<file path="src/rtl/sqrt_pkg.sv">
// Shared types for the sequential integer square root: FSM state encoding
// and the radicand-to-root width relation.
package sqrt_pkg;

  typedef enum logic [1:0] {
    ST_IDLE    = 2'd0,
    ST_COMPUTE = 2'd1,
    ST_DONE    = 2'd2
  } state_e;

  function automatic int root_width(input int width);
    return width / 2;
  endfunction

endpackage

</file>
<file path="src/rtl/sqrt_sub_row.sv">
// One restoring square-root row: shift two radicand bits into the partial
// remainder, trial-subtract (root << 2) | 1 with a ripple-borrow chain, select.
module sqrt_sub_row
  import sqrt_pkg::*;
#(
  parameter int ROOT_W = 16
) (
  input  logic [ROOT_W-1:0] rem_i,
  input  logic [1:0]        bits_i,
  input  logic [ROOT_W-2:0] root_i,
  output logic [ROOT_W:0]   rem_o,
  output logic              root_bit_o
);

  localparam int TW = ROOT_W + 2;

  // Partial remainder <= 2*partial root < 2^ROOT_W before the last step, so
  // ROOT_W+2 bits always hold the shifted remainder and the trial divisor.
  logic [TW-1:0]   shifted;
  logic [TW-1:0]   divisor;
  logic [ROOT_W:0] diff;
  logic            borrow;

  assign shifted = {rem_i, bits_i};
  assign divisor = {1'b0, root_i, 2'b01};

  always_comb begin : ripple
    logic bw;
    // NOTE: every always_comb output gets a default first so no path leaves
    // it unassigned (which would infer a latch); blocking '=' is required
    // here because each cell reads the borrow the previous cell just wrote.
    bw   = 1'b0;
    diff = '0;
    for (int i = 0; i <= ROOT_W; i++) begin
      diff[i] = shifted[i] ^ divisor[i] ^ bw;
      bw      = (~shifted[i] & divisor[i]) | (~(shifted[i] ^ divisor[i]) & bw);
    end
    borrow = (~shifted[TW-1] & divisor[TW-1]) |
             (~(shifted[TW-1] ^ divisor[TW-1]) & bw);
  end

  assign root_bit_o = ~borrow;
  assign rem_o      = borrow ? shifted[ROOT_W:0] : diff;

endmodule

</file>
<file path="src/rtl/isqrt_seq.sv">
// Sequential restoring integer square root: one root bit per clock through a
// single shared sqrt_sub_row, valid/ready on both sides, zero-bubble reload.
module isqrt_seq
  import sqrt_pkg::*;
#(
  parameter  int WIDTH  = 32,
  localparam int ROOT_W = root_width(WIDTH)
) (
  input  logic              clk,
  input  logic              rst_n,
  input  logic              in_valid,
  output logic              in_ready,
  input  logic [WIDTH-1:0]  radicand,
  output logic              out_valid,
  input  logic              out_ready,
  output logic [ROOT_W-1:0] root,
  output logic [ROOT_W:0]   remainder,
  output logic              busy
);

  localparam int PR_W  = ROOT_W - 1;
  localparam int CNT_W = $clog2(ROOT_W);
  localparam logic [CNT_W-1:0] CNT_LAST = CNT_W'(ROOT_W - 1);

  state_e            state_q, state_d;
  logic [WIDTH-1:0]  rad_q, rad_d;
  logic [PR_W-1:0]   proot_q, proot_d;
  logic [ROOT_W-1:0] prem_q, prem_d;
  logic [ROOT_W-1:0] root_q, root_d;
  logic [ROOT_W:0]   rem_q, rem_d;
  logic [CNT_W-1:0]  cnt_q, cnt_d;
  logic [ROOT_W:0]   row_rem;
  logic              row_bit;
  logic              load;

  sqrt_sub_row #(.ROOT_W(ROOT_W)) u_row (
    .rem_i      (prem_q),
    .bits_i     (rad_q[WIDTH-1 -: 2]),
    .root_i     (proot_q),
    .rem_o      (row_rem),
    .root_bit_o (row_bit)
  );

  always_comb begin
    state_d  = state_q;
    rad_d    = rad_q;
    proot_d  = proot_q;
    prem_d   = prem_q;
    root_d   = root_q;
    rem_d    = rem_q;
    cnt_d    = cnt_q;
    in_ready = 1'b0;
    load     = 1'b0;
    unique case (state_q)
      ST_IDLE: begin
        in_ready = 1'b1;
        load     = in_valid;
      end
      ST_COMPUTE: begin
        rad_d   = {rad_q[WIDTH-3:0], 2'b00};
        proot_d = PR_W'({proot_q, row_bit});
        prem_d  = row_rem[ROOT_W-1:0];
        if (cnt_q == '0) begin
          // Final step: the result registers hold still until the next one.
          state_d = ST_DONE;
          root_d  = {proot_q, row_bit};
          rem_d   = row_rem;
        end else begin
          cnt_d = cnt_q - CNT_W'(1);
        end
      end
      ST_DONE: begin
        in_ready = out_ready;
        if (out_ready) begin
          if (in_valid) load = 1'b1;
          else          state_d = ST_IDLE;
        end
      end
      default: state_d = ST_IDLE;
    endcase
    if (load) begin
      state_d = ST_COMPUTE;
      rad_d   = radicand;
      proot_d = '0;
      prem_d  = '0;
      cnt_d   = CNT_LAST;
    end
  end

  // NOTE: sequential state uses non-blocking '<=' so every register samples
  // the pre-edge values regardless of statement order.
  always_ff @(posedge clk or negedge rst_n) begin
    if (!rst_n) begin
      state_q <= ST_IDLE;
      rad_q   <= '0;
      proot_q <= '0;
      prem_q  <= '0;
      root_q  <= '0;
      rem_q   <= '0;
      cnt_q   <= '0;
    end else begin
      state_q <= state_d;
      rad_q   <= rad_d;
      proot_q <= proot_d;
      prem_q  <= prem_d;
      root_q  <= root_d;
      rem_q   <= rem_d;
      cnt_q   <= cnt_d;
    end
  end

  assign out_valid = (state_q == ST_DONE);
  assign busy      = (state_q == ST_COMPUTE);
  assign root      = root_q;
  assign remainder = rem_q;

endmodule

</file>
<file path="config.mk">
export PLATFORM = sky130hd
export DESIGN_NAME = isqrt_seq
export DESIGN_NICKNAME = d
export VERILOG_FILES = /design/src/rtl/sqrt_pkg.sv /design/src/rtl/sqrt_sub_row.sv /design/src/rtl/isqrt_seq.sv
export SDC_FILE = /design/constraint.sdc
export NUM_CORES = 1
export LEC_CHECK = 0
export BUFFER_PORTS_ARGS = -buffer_cell sky130_fd_sc_hd__buf_2
export CORE_ASPECT_RATIO = 0.8
export CORE_MARGIN = 2
export CORE_UTILIZATION = 44
export DETAILED_ROUTE_END_ITERATION = 6
export GPL_TIMING_DRIVEN = 0
export SETUP_SLACK_MARGIN = 0.02
export SYNTH_ARGS = -nofsm -noshare
export SYNTH_HDL_FRONTEND = slang
export SYNTH_SLANG_ARGS = --single-unit
</file>
<file path="constraint.sdc">
create_clock -name clk -period 6.9 [get_ports clk]
set_clock_uncertainty 0.2 [all_clocks]
set_input_delay 1.035 -clock clk [delete_from_list [all_inputs] [get_ports clk]]
set_output_delay 1.035 -clock clk [all_outputs]
set_load 0.01 [all_outputs]
</file>
==> results_dict.tcl <==
set metrics [dict create \
    synth.yosys.warnings 0 \
    worstRegToRegCells 23 \
    cts.reportedPaths.clkPinSlew_ns 0.07 \
    place.port_buffers 71 \
    clock_tree.htree_level_count 3 \
    die_h_um 95.8 \
    placement_rows 33 \
    area.growth.synth_to_final_pct 18.5 \
    core_area_um2 10200 \
    first_pass_grt_wire_length_um 17800 \
    initial_core_util_pct 45.2 \
    cts_inserted_buffers 9 \
    hold_path.class "register to register" \
    antenna_found_initial 0 \
    setup_ws_ns 0.406 \
    grt_start_max_net_pins 53 \
    post_synth_cell_types 31 \
    synth_enable_flop_cells 0 \
    period_minus_slack_ns 6.49 \
    fmaxAchievable_mhz 154 \
    dominantRegCellSynth "dfrtp_1" \
    crit_path_max_fanout 10 \
    via_count_of_the_first_global_routing_pass 3537 \
    detail_route.drc_violations 0 \
    postSynthAreaPerCell_um2 10.2 \
    timing.rr.start "rad_q[30]" \
    postcts_setup_bufs 0 \
    dieArea_um2 11400 \
    syn_inst 456 \
    clockBufferDepth 2 \
    run_status "completed" \
    final_common_cell "nand2_1" \
    worst_setup_path_start_kind "register" \
    grt_setup_unrepaired "false" \
    1st_iter_drt_viols 188 \
    layout_common_cells "nand2_1, dfrtp_1, buf_2" \
    clock_sink_count 102 \
    timing_worst_setup_path_type "register to register" \
    finalSetupTns_ns 0 \
    synth_area_um2 4630 \
    vias 3475 \
    fin_hold_ws_ns 0.273 \
    tritoncts "built" \
    total_placed_instance_area_um2 5190 \
    drv_slew 0 \
    leakage_nw 2.67 \
    holdCritStartpoint "remainder[6]" \
    setup_viol_count_final 0 \
    wl_per_cell_um 15.8 \
    antenna_cells 0 \
    gr_ovfl_total 0 \
    cts.hold.buffers_added 0 \
    cts.root.buffer_cell "clkbuf_16" \
    totalPowerFinal_mw 2.74 \
    nNetsFinal 593 \
    required_time_of_the_critical_path_ns 6.92 \
    synthArstFlopShare_pct 100 \
    grt_use_total_pct 20.6 \
    worstHoldPathCells 2 \
    detail_route.wirelength_um 10800 \
    top_level_pins 72 \
    dp_hpwl_um 7760 \
    worst_pin_slew_ns 0.686 \
    post-route-period-util_pct 94.1 \
    power_density_nw_per_um2 499 \
    critical_path.reg2reg.endpoint "remainder[3]" \
    cap_viol_max_count 0 \
    final_area_um2 5490 \
    final_hold_vio_count 0 \
    timing.slew.headroom_pct 54.2 \
    timing.reg2reg.setup_slack_ns 0.41 \
    worst_ir_drop_vdd_mv 0.205 \
    worstSkewPairLatency_ns 0.35 \
    dieWidth_um 119 \
    pre_cts_slack_ns 0.369 \
    syn-num-nets 510 \
    synth_seq_cells 102 \
    drtPass1Iterations 5 \
    num-fill-cells 999 \
    min_to "remainder[6]" \
    final_layout_size_suffix_gt1_share_pct 21.2 \
    synth_sequential_area_ratio_pct 55.1 \
    viasPerCell 5.09 \
    end_kind "register" \
    worst-endpoint-arrival_ns 6.51 \
    drt.antenna.violating_nets 0 \
    gpl.final_weighted_congestion 0.809 \
]
[worst max-delay path by stage]
stage | from | end | depth (start not counted)
2_1_floorplan | rad_q[30] | remainder[10] | 23
3_3_place_gp | rad_q[30] | remainder[12] | 23
3_5_place_dp | rad_q[30] | remainder[11] | 23
4_1_cts | rad_q[30] | remainder[11] | 23
5_1_grt | rad_q[30] | remainder[12] | 23
6_report | rad_q[30] | remainder[3] | 23
[flip-flops by register name (all words and copies together), names as in the netlist]
signal,count
proot_q,15
cnt_q,4
rad_q,32
state_q,2
remainder,17
prem_q,16
root,16
[power breakdown]
| group | total (mW) | internal (mW) | switching [mW] |
|---|---|---|---|
| Clock | 0.503 | 0.288 | 0.215 |
| Sequential | 1.04 | 0.862 | 0.180 |
| Combinational | 1.20 | 0.507 | 0.689 |
| Total | 2.74 | 1.66 | 1.08 |
[worst max-delay path, stage by stage (launching register included)]
cell and delay [ns]:
dfrtp_1 0.42, inv_1 0.07, ha_1 0.16, fa_1 0.21, fa_1 0.21, fa_1 0.19, fa_1 0.18, fa_1 0.18
fa_1 0.17, inv_1 0.05, fa_1 0.37, fa_1 0.39, fa_1 0.39, fa_1 0.38, fa_1 0.39, fa_1 0.40
fa_1 0.41, fa_1 0.37, inv_1 0.08, fa_1 0.22, nand2b_1 0.20, buf_2 0.25, o21ai_0 0.31, o21ai_0 0.14
[synthesized netlist by cell type (9+ instances only)]
master	n	area [um^2]
o21ai_1	9	45.0
nand2_1	130	488
dfrtp_1	102	2550
fa_1	15	300
a211oi_1	13	97.6
clkbuf_1	10	37.5
o21ai_0	29	145
a22oi_1	29	218
buf_2	12	60.1
nor2_1	16	60.1
inv_1	21	78.8
a21oi_1	19	95.1
[per-layer routing]
layer	global-route usage, %	routed length [um]	part of all wire (%)	vias up
met4	5.75	135	1.2	0
met1	28.3	5160	48	1722
met5	0	0	0	-
met2	32.6	5100	47	61
met3	5.81	409	3.8	11
li1	-	-	-	1681
[area by class of cell]
class	instances	area (um^2)	share of cell area, %
Inverter	23	86.3	1.57
Sequential cell	102	2550	46.5
Clock inverter	4	47.5	0.866
Tap cell	140	175	3.19
Clock buffer	11	243	4.42
Buffer	29	158	2.87
Multi-Input combinational cell	302	1840	33.5
Timing Repair Buffer	72	385	7.02
[repair_timing]
item / CTS / global route
setup endpoints to repair: 0 / 5
gates resized for setup: 0 / 3
endpoints found under the hold margin: 0 / 0
[kinds of logic after synthesis]
group | synth area share [%]
multiplexers | 3.67
buffers and inverters | 5.27
AND/OR/NAND/NOR | 13.8
AO/OA/AOI/OAI | 14.5
XOR/XNOR | 0.378
flip-flops | 55.1
adder cells (fa/ha/maj) | 7.29
[per-stage QoR]
step | cells | util, %
6_report | 683 | 53.6
5_1_grt | 683 | 53.6
3_5_place_dp | 668 | 50.7
2_1_floorplan | 456 | -
3_3_place_gp | 667 | 50.4
4_1_cts | 683 | 53.5
Power figures use the tool's default switching activity.
